--- src/rtl/host_mon.sv ---
// host_mon: snoops S1D13700 8080-style host cycles, classifies them into 18-bit records,
// buffers them in a FIFO and delivers them over wrreq/wrack. Burst compression: HOST_MON_BURST_EN.
module host_mon #(
   parameter int         DW      = 8,
   parameter int         AW      = 11,
   parameter int         FAW     = 4,
   parameter logic [7:0] MWR_CMD = 8'h42,
   parameter logic [7:0] MRD_CMD = 8'h43
) (
   input  logic          clk,
   input  logic          rst_x,
   input  logic          ce_x,
   input  logic          a0,
   input  logic          wr_x,
   input  logic          rd_x,
   input  logic [DW-1:0] dat,
   output logic          wrreq,
   input  logic          wrack,
   output logic [AW-1:0] waddr,
   output logic [17:0]   wdata,
   output logic          ovf
);
   localparam int            DEPTH    = 2**FAW;
   localparam logic [FAW:0]  FULL_CNT = {1'b1, {FAW{1'b0}}};
   localparam logic [3:0]    C_WCMD   = 4'd1;
   localparam logic [3:0]    C_WDAT   = 4'd2;
   localparam logic [3:0]    C_RDAT   = 4'd3;
   localparam logic [3:0]    C_WMEM   = 4'd4;
   localparam logic [3:0]    C_RMEM   = 4'd5;
   // Idle bus: ce_x/wr_x/rd_x high, a0 and data low
   localparam logic [DW+3:0] SYNC_RST = {4'b1011, {DW{1'b0}}};

   typedef enum logic [1:0] {IDLE = 2'd0, SETUP = 2'd1, HOLD = 2'd2} state_t;

   logic [DW+3:0] sync_p0, sync_p1;
   logic          ce_s, a0_s, wr_s, rd_s;
   logic [DW-1:0] dat_s;
   state_t        state, state_nxt;
   logic [7:0]    cmd;
   logic          ev_vld;
   logic [3:0]    ev_code;
   logic [17:0]   ev_rec;
   logic          push_vld;
   logic [17:0]   push_rec;

   // Stage p0/p1: two-flop synchroniser for the whole host bus
   always_ff @(posedge clk or negedge rst_x) begin
      if (!rst_x) begin
         sync_p0 <= SYNC_RST;
         sync_p1 <= SYNC_RST;
      end else begin
         sync_p0 <= {ce_x, a0, wr_x, rd_x, dat};
         sync_p1 <= sync_p0;
      end
   end

   assign {ce_s, a0_s, wr_s, rd_s, dat_s} = sync_p1;

   always_ff @(posedge clk or negedge rst_x) begin
      if (!rst_x) state <= IDLE;
      else        state <= state_nxt;
   end

   always_comb begin
      state_nxt = IDLE;
      case (state)
         IDLE:    state_nxt = (!ce_s && (!wr_s || !rd_s)) ? SETUP : IDLE;
         SETUP:   state_nxt = HOLD;
         HOLD:    state_nxt = (ce_s || (wr_s && rd_s)) ? IDLE : HOLD;
         default: state_nxt = IDLE;
      endcase
   end

   // One classification per host cycle, taken in SETUP; a0=0 reads are status reads
   always_comb begin
      ev_vld  = 1'b0;
      ev_code = 4'd0;
      if (state == SETUP) begin
         if (!wr_s) begin
            ev_vld = 1'b1;
            if (a0_s)                ev_code = C_WCMD;
            else if (cmd == MWR_CMD) ev_code = C_WMEM;
            else                     ev_code = C_WDAT;
         end else if (!rd_s && a0_s) begin
            ev_vld  = 1'b1;
            ev_code = (cmd == MRD_CMD) ? C_RMEM : C_RDAT;
         end
      end
   end

   assign ev_rec = {ev_code, 14'(dat_s)};

   always_ff @(posedge clk or negedge rst_x) begin
      if (!rst_x)                           cmd <= 8'd0;
      else if (ev_vld && ev_code == C_WCMD) cmd <= 8'(dat_s);
   end

`ifdef HOST_MON_BURST_EN
   logic        ev_mem, same_burst, close_burst;
   logic        burst_open;
   logic [3:0]  burst_code;
   logic [13:0] burst_cnt;
   logic        pend_vld;
   logic [17:0] pend_rec;

   assign ev_mem      = ev_vld && (ev_code == C_WMEM || ev_code == C_RMEM);
   assign same_burst  = burst_open && ev_mem && (ev_code == burst_code);
   assign close_burst = burst_open && ev_vld && !same_burst;

   // Closing event pushes the burst record now; its own record follows one clock later
   always_comb begin
      push_vld = pend_vld;
      push_rec = pend_rec;
      if (close_burst) begin
         push_vld = 1'b1;
         push_rec = {burst_code, burst_cnt};
      end else if (ev_vld && !ev_mem) begin
         push_vld = 1'b1;
         push_rec = ev_rec;
      end
   end

   always_ff @(posedge clk or negedge rst_x) begin
      if (!rst_x) begin
         burst_open <= 1'b0;
         burst_code <= 4'd0;
         burst_cnt  <= 14'd0;
         pend_vld   <= 1'b0;
      end else begin
         pend_vld <= close_burst && !ev_mem;
         if (ev_mem) begin
            burst_open <= 1'b1;
            burst_code <= ev_code;
            if (!same_burst)                 burst_cnt <= 14'd1;
            else if (burst_cnt != 14'h3FFF)  burst_cnt <= burst_cnt + 14'd1;
         end else if (close_burst) begin
            burst_open <= 1'b0;
         end
      end
   end

   always_ff @(posedge clk) begin
      if (close_burst) pend_rec <= ev_rec;
   end
`else
   assign push_vld = ev_vld;
   assign push_rec = ev_rec;
`endif

   logic [17:0]    mem [DEPTH];
   logic [FAW-1:0] wptr, rptr;
   logic [FAW:0]   cnt;
   logic           full, pop, wr_en;

   assign full  = (cnt == FULL_CNT);
   assign wrreq = (cnt != '0);
   assign pop   = wrreq && wrack;
   // A simultaneous pop frees the slot, so a full FIFO still accepts the push
   assign wr_en = push_vld && (!full || pop);
   assign wdata = wrreq ? mem[rptr] : 18'd0;

   always_ff @(posedge clk) begin
      if (wr_en) mem[wptr] <= push_rec;
   end

   always_ff @(posedge clk or negedge rst_x) begin
      if (!rst_x) begin
         wptr  <= '0;
         rptr  <= '0;
         cnt   <= '0;
         waddr <= '0;
         ovf   <= 1'b0;
      end else begin
         if (wr_en) wptr <= wptr + FAW'(1);
         if (pop) begin
            rptr  <= rptr + FAW'(1);
            waddr <= waddr + AW'(1);
         end
         if (wr_en && !pop)      cnt <= cnt + (FAW+1)'(1);
         else if (!wr_en && pop) cnt <= cnt - (FAW+1)'(1);
         if (push_vld && full && !pop) ovf <= 1'b1;
      end
   end

endmodule
--- config.mk ---
export PLATFORM = sky130hd
export DESIGN_NAME = host_mon
export DESIGN_NICKNAME = d
export VERILOG_FILES = /design/src/rtl/host_mon.sv
export SDC_FILE = /design/constraint.sdc
export NUM_CORES = 1
export LEC_CHECK = 0
export ABC_CLOCK_PERIOD_IN_PS = 5600
export CORE_MARGIN = 4
export CORE_UTILIZATION = 50
export DETAILED_ROUTE_END_ITERATION = 10
export GPL_TIMING_DRIVEN = 0
export MAX_ROUTING_LAYER = met4
export PLACE_DENSITY = 0.76
export SYNTH_ARGS = -nofsm -noshare
export SYNTH_HDL_FRONTEND = slang
export SYNTH_SLANG_ARGS = --single-unit
--- constraint.sdc ---
create_clock -name clk -period 5.6 [get_ports clk]
set_input_delay 0.56 -clock clk [delete_from_list [all_inputs] [get_ports clk]]
set_output_delay 0.56 -clock clk [all_outputs]
set_load 0.03 [all_outputs]
[Yosys cells after proc, flatten, opt, wreduce, memory -nomap -nowiden]
Memories as Yosys holds them, arrays and structs flattened.
Index checks and enable logic that the tools add are counted.
Cells by class
  $add $sub $neg: 5
  eq/ne operators: 6
  muxes and demuxes: 17
  reductions and logical operators: 22
Operator list (count)
  $mux 18: 1
  $eq 8x7->1 const B: 2
  $mux 3: 4
  $add 11x1->11 const B: 1
  $logic_and 1x1->1: 10
  $mux 5: 2
  $add 4x1->4 const B: 2
  $mux 4: 2
  $logic_not 1->1: 6
  $mux 1: 6
  $pmux 2 s3: 1
  $add 5x1->5 const B: 1
  $eq 5x5->1 const B: 1
  $reduce_bool 5->1: 1
  $sub 5x1->5 const B: 1
  $eq 4x1->1 const B: 1
  $logic_or 1x1->1: 3
  $eq 2x1->1 const B: 1
  $eq 2x2->1 const B: 1
  $logic_not 2->1: 1
  $mux 2: 1
  $reduce_bool 2->1: 1
Storage, ports and cells
  register bits after elaboration: 59
  memory bits (writable): 192
  bits of input ports: 15
  output and inout port bits: 31
  logic and storage cells: 60
  memories: 1
Memory list
  mem: words 16, bits a word 12, read ports 1, clocked after Yosys merged registers in 0, wr ports 1, line 150  | logic [17:0] mem [DEPTH];

[Depth between registers and ports, before layout]
  depth in word-level cells: 10
  gate-level depth with buffers: 12
  mapped depth without buffers: 11

[Worst setup path before layout]
No wires, ideal clock.
  path type: register to register
  start point: register cnt[1]
  end point: register cnt[4]
  arrival time: 2623 ps
  data required time: 5464 ps
  path slack: 2841 ps
  cell stages (with the launch flop): 12
  cells stage by stage: dfrtp_1 nor4_4 nand3_2 nand2_2 inv_2 buf_6 ha_1 inv_1 ha_1 a21o_1 a2111oi_0 o31ai_1
Between the ends
  word-level cells in the longest chain between the ends: 7
  elaborated cells between the ends (all ways): 15
RTL lines
  start: declaration: line 152  | logic [FAW:0] cnt;
  start signal: assignment: line 179  | if (wr_en && !pop) cnt <= cnt + (FAW+1)'(1);
  start signal: assignment: line 180  | else if (!wr_en && pop) cnt <= cnt - (FAW+1)'(1);
  $eq 5x5->1 / $reduce_bool 5->1 (equally long branches): line 155, 156
  $logic_not 1->1 / $logic_and 1x1->1 (equally long branches): line 159, 157
  $logic_or 1x1->1 *: line 159  | assign wr_en = push_vld && (!full || pop);
  $logic_and 1x1->1 *: line 159
  via wr_en: line 153  | logic full, pop, wr_en;
  $logic_not 1->1: line 180
  $logic_and 1x1->1: line 180
  $reduce_bool 2->1 (no line)
Mark *: on every way through the listed nets, which the timed path passes. The rest lies on a longest branch. The select of a mux whose other input is x is not followed.
A chain may end at the register's enable or synchronous reset.

[Worst setup path after layout]
  start point: register rptr[0]
  end point: output wdata[4]
Between the ends
  word-level cells in the longest chain between the ends: 2
RTL lines
  start: declaration: line 151  | logic [FAW-1:0] wptr, rptr;
  start signal: assignment: line 176  | rptr <= rptr + FAW'(1);
  $mem_v2 16x12
  $mux 18: line 160  | assign wdata = wrreq ? mem[rptr] : 18'd0;
  end: declaration: line 20  | output logic [17:0] wdata,
No other way between the ends.

==> results.txt <==
The floorplan has 49 rows. The area share of the leading cell type in the synthesized netlist is 56.3%. In this run the worst hold path is classified as input port to async pin. Between clock sinks in the finished design, the worst skew comes to 0.00868 ns. The maximum fanout along the worst path is 10. The startpoint identified for the worst register-to-register timing path is state[1]. The actual transition at the worst max-transition pin is 1.32 ns. The count of TritonRoute iterations in the first routing pass came out at 5.

Setup repair after global routing left no endpoint under its margin. The core footprint is 18200 um2. The maximum number of pins on one net before global-route repair is 32. VDD sags by at most 313 uV. The count of nets after finishing came out at 594. The H-tree depth is 1. The arrival time of data at the critical path endpoint came out at 3.11 ns. The yosys synthesis warning count came out at 0. The count of different cell masters after synthesis came out at 50. Buffers inserted during clock tree synthesis total 24. The die footprint is 21000 um2. Ranked by total cell area, the synthesized netlist is headed by sky130_fd_sc_hd__edfxtp_1 56%, sky130_fd_sc_hd__dfrtp_1 14%, sky130_fd_sc_hd__mux4_2 8.4%, sky130_fd_sc_hd__mux4_1 2.5%, sky130_fd_sc_hd__a211oi_1 1.8%. The cell area after layout came out at 11000 um2. Power spread over the standard cell area amounts to 506 nW/um2. The count of hold buffers inserted by post-cts repair came out at 0.

The post-detailed-placement cell area came out at 10100 um2. The area growth from synthesis to layout is 17.0%. The final RePlAce weighted congestion is 0.815. The count of boundary I/O pins came out at 46. The number of antenna violations at the first check in global routing came out at 0. The critical path starts at rptr[0]. The via total after detailed routing is 4700. Detailed placement ended at an HPWL of 11700 um. The buffer levels on the longest clock path came out at 3. The average cell area after synthesis came out at 19.0 um2. The count of nets left with antenna violations once routing finished came out at 0. Max-cap violations in this run came to 0.

The clock input transition at the sequential cells of the worst setup and hold paths came out at 0.06 ns. The via count of the first global-routing pass came out at 5148. The total count of max-transition violations in the final report is 0. The starting density of the core is 51.5%. The number of failing setup endpoints in the final timing report is 0. In this run, synthesis produced a sequential element count of 235. The flow ran to the end, and the final reports show no timing, DRC or antenna violations. The slowest stage of the critical path is the sky130_fd_sc_hd__clkdlybuf4s50_1 cell. The sequential share of the synthesized area came out at 72.1%. Dividing the detail-routed via count by the number of cells gives 5.77. The worst setup path is launched from a register. The count of flip-flops with a built-in enable after synthesis is 176.

The relative slew slack came out at 12.2%. The clock insertion delay at the later pin of the skew report came out at 0.50 ns. The largest area contributor in the netlist is sky130_fd_sc_hd__edfxtp_1. Dividing the final minimum period by the clock period gives 65.5%. The highest clock frequency the design can meet came out at 273 MHz. Once the clock tree was built, the setup fixing pass inserted 0 buffers.

The minimum setup slack among reg-to-reg paths is 2.41 ns. At the worst endpoint, the required time is 5.04 ns. The leading register cell type out of synthesis is sky130_fd_sc_hd__edfxtp_1. The number of failing hold endpoints at the final stage came out at 0.

TritonCTS built the clock tree. The wire length after detailed routing is 17900 um. The all-layer global routing usage came out at 17.5%. The post-detailed-route DRC marker count came out at 0. The netlist area before placement came out at 9390 um2. The cell count after placement came out at 771.

The minimum clock period after layout came out at 3.67 ns. The summed negative setup slack over all endpoints came out at 0 ns. The critical path class is register to primary output. The number of sinks on the clock net is 235. By instance count, the cell type seen most on the critical path is sky130_fd_sc_hd__buf_4. Clock tree synthesis selected as its root buffer the cell sky130_fd_sc_hd__clkbuf_16. The number of inserted diodes came out at 0. The gate count of the mapped netlist came out at 493.

The die width came out at 145 um. Traced cell by cell, the critical path runs through buf_4 -> buf_4 -> buf_4 -> buf_2 -> a211oi_1 -> a211oi_1 -> clkdlybuf4s50_1. Post-CTS repair changed the size of 0 cells. For this run, the number of standard cells in the final layout without fillers is 815. The first-pass GRT wire length came out at 28300 um.

The share of final-layout standard cells stronger than drive strength 1 came out at 22.5%. In the synthesized netlist the async set-or-reset flop fraction comes to 25.1%. The detail-routed net length per standard cell came out at 22.0 um. The endpoint class of the critical path is a primary output. In this run, the number of DRC markers left after iteration 0 of detailed routing was 360. The overall overflow remaining after global route came out at 0. The delay of the slowest cell on the worst path is 0.74 ns. The analysis attributes to cell leakage a power of 3.82 nW.

The port buffer count is 38. The height of the chip is 145 um.
[worst max-delay path, delay by kind of cell (launching register included)]
| kind | cells | cell delay (ns) |
|---|---|---|
| buffers and inverters | 5 | 1.72 |
| AOI/OAI and AO/OA | 2 | 0.51 |
| DFF | 1 | 0.37 |
[placed cells by master (no fill, tap or decap), types with 2 or more instances in the layout]
cell type,count
sky130_fd_sc_hd__a211oi_1,23
sky130_fd_sc_hd__a21o_1,2
sky130_fd_sc_hd__a21oi_1,4
sky130_fd_sc_hd__and2_1,4
sky130_fd_sc_hd__and3_1,2
sky130_fd_sc_hd__and4_1,4
sky130_fd_sc_hd__and4b_1,5
sky130_fd_sc_hd__buf_12,2
sky130_fd_sc_hd__buf_2,7
sky130_fd_sc_hd__buf_4,18
sky130_fd_sc_hd__buf_6,2
sky130_fd_sc_hd__bufinv_16,3
sky130_fd_sc_hd__clkbuf_1,11
sky130_fd_sc_hd__clkbuf_16,25
sky130_fd_sc_hd__clkbuf_8,4
sky130_fd_sc_hd__clkdlybuf4s50_1,37
sky130_fd_sc_hd__clkinv_2,5
sky130_fd_sc_hd__conb_1,7
sky130_fd_sc_hd__dfrtp_1,53
sky130_fd_sc_hd__dfstp_2,6
sky130_fd_sc_hd__edfxtp_1,176
sky130_fd_sc_hd__ha_1,10
sky130_fd_sc_hd__inv_1,8
sky130_fd_sc_hd__inv_2,3
sky130_fd_sc_hd__mux2_2,8
sky130_fd_sc_hd__mux2i_1,12
sky130_fd_sc_hd__mux4_1,9
sky130_fd_sc_hd__mux4_2,35
sky130_fd_sc_hd__nand2_1,16
sky130_fd_sc_hd__nand2b_1,2
sky130_fd_sc_hd__nand3_1,8
sky130_fd_sc_hd__nand4_1,4
sky130_fd_sc_hd__nor2_1,4
sky130_fd_sc_hd__nor2b_1,13
sky130_fd_sc_hd__nor3_1,5
sky130_fd_sc_hd__nor4_2,2
sky130_fd_sc_hd__nor4b_2,4
sky130_fd_sc_hd__o21ai_0,5
sky130_fd_sc_hd__xnor2_1,15
sky130_fd_sc_hd__xor2_1,4
[flip-flops by register name, indices dropped and copies added (netlist names)]
name	cells
cnt	5
sync_p1	12
mem	176
cmd	8
waddr	11
state	2
rptr	4
ovf	1
wptr	4
sync_p0	12
[per-layer routing]
layer	wire (um)	vias to the layer above	global-route usage [%]	part of all wire [%]
li1	-	2102	-	-
met1	7270	2421	23.1	41
met2	9300	153	29.2	52
met3	1060	24	2.59	5.9
met4	270	0	4.18	1.5
met5	0	-	-	0
[layout make-up]
cell class / instances / area (um2)
inverters: 11 / 41.3
clock inverters: 10 / 128
flip-flops and latches: 235 / 6770
clock buffers: 34 / 699
plain buffers: 29 / 200
fillers: 1268 / 7230
well taps: 229 / 287
repair buffers: 43 / 425
multi-input cells: 224 / 2430
[final timing paths]
path | end | cells past startpoint
hold / removal | sync_p1[3] | 1
setup reg to reg | cnt[4] | 11
setup / recovery | wdata[4] | 7
max in group asynchronous | wptr[2] | 2
hold reg to reg | sync_p1[6] | 0
min in group clk | sync_p1[6] | 0
[synthesized netlist by cell type (all sizes together) (5+ instances only)]
| cell | count |
|---|---|
| edfxtp | 176 |
| dfrtp | 53 |
| mux4 | 44 |
| a211oi | 23 |
| buf | 23 |
| nand2 | 17 |
| xnor2 | 15 |
| nor2b | 13 |
| mux2i | 12 |
| inv | 11 |
| ha | 10 |
| nand3 | 9 |
| mux2 | 8 |
| a21oi | 6 |
| clkbuf | 6 |
| dfstp | 6 |
| nor3 | 6 |
| o21ai | 6 |
| and4b | 5 |
| nor4b | 5 |
[kinds of logic (layout without fill, tap and decap cells)]
logic type	after synthesis	count (layout)	synth area share (%)
muxes	64	64	13.2
adders and majority gates	11	11	1.55
DFF	235	235	72.1
AOI/OAI and AO/OA	43	43	3.39
other	1	7	0.0400
xor gates and xnor gates	19	19	1.77
and+or+nand+nor	80	80	5.41
buffers and inverters	40	127	2.57
[report_power, final]
group	internal [mW]	switching [mW]
clock network	1.01	0.618
registers	2.03	0.155
logic	0.798	0.951
[metrics by stage]
step / setup WS, ns / power, mW / utilization, % / hold slack (ns)
after floorplan: 2.84 / 3.40 / - / 0.264
final: 1.93 / 5.56 / 60.3 / 0.0886
after global routing: 1.78 / 5.82 / 60.3 / 0.124
after global placement: 1.67 / 3.90 / 55.3 / 0.332
after detailed placement: 2.26 / 3.97 / 55.7 / 0.335
after CTS: 1.91 / 5.61 / 60.3 / 0.0919
(Power assumes the default switching activity.)
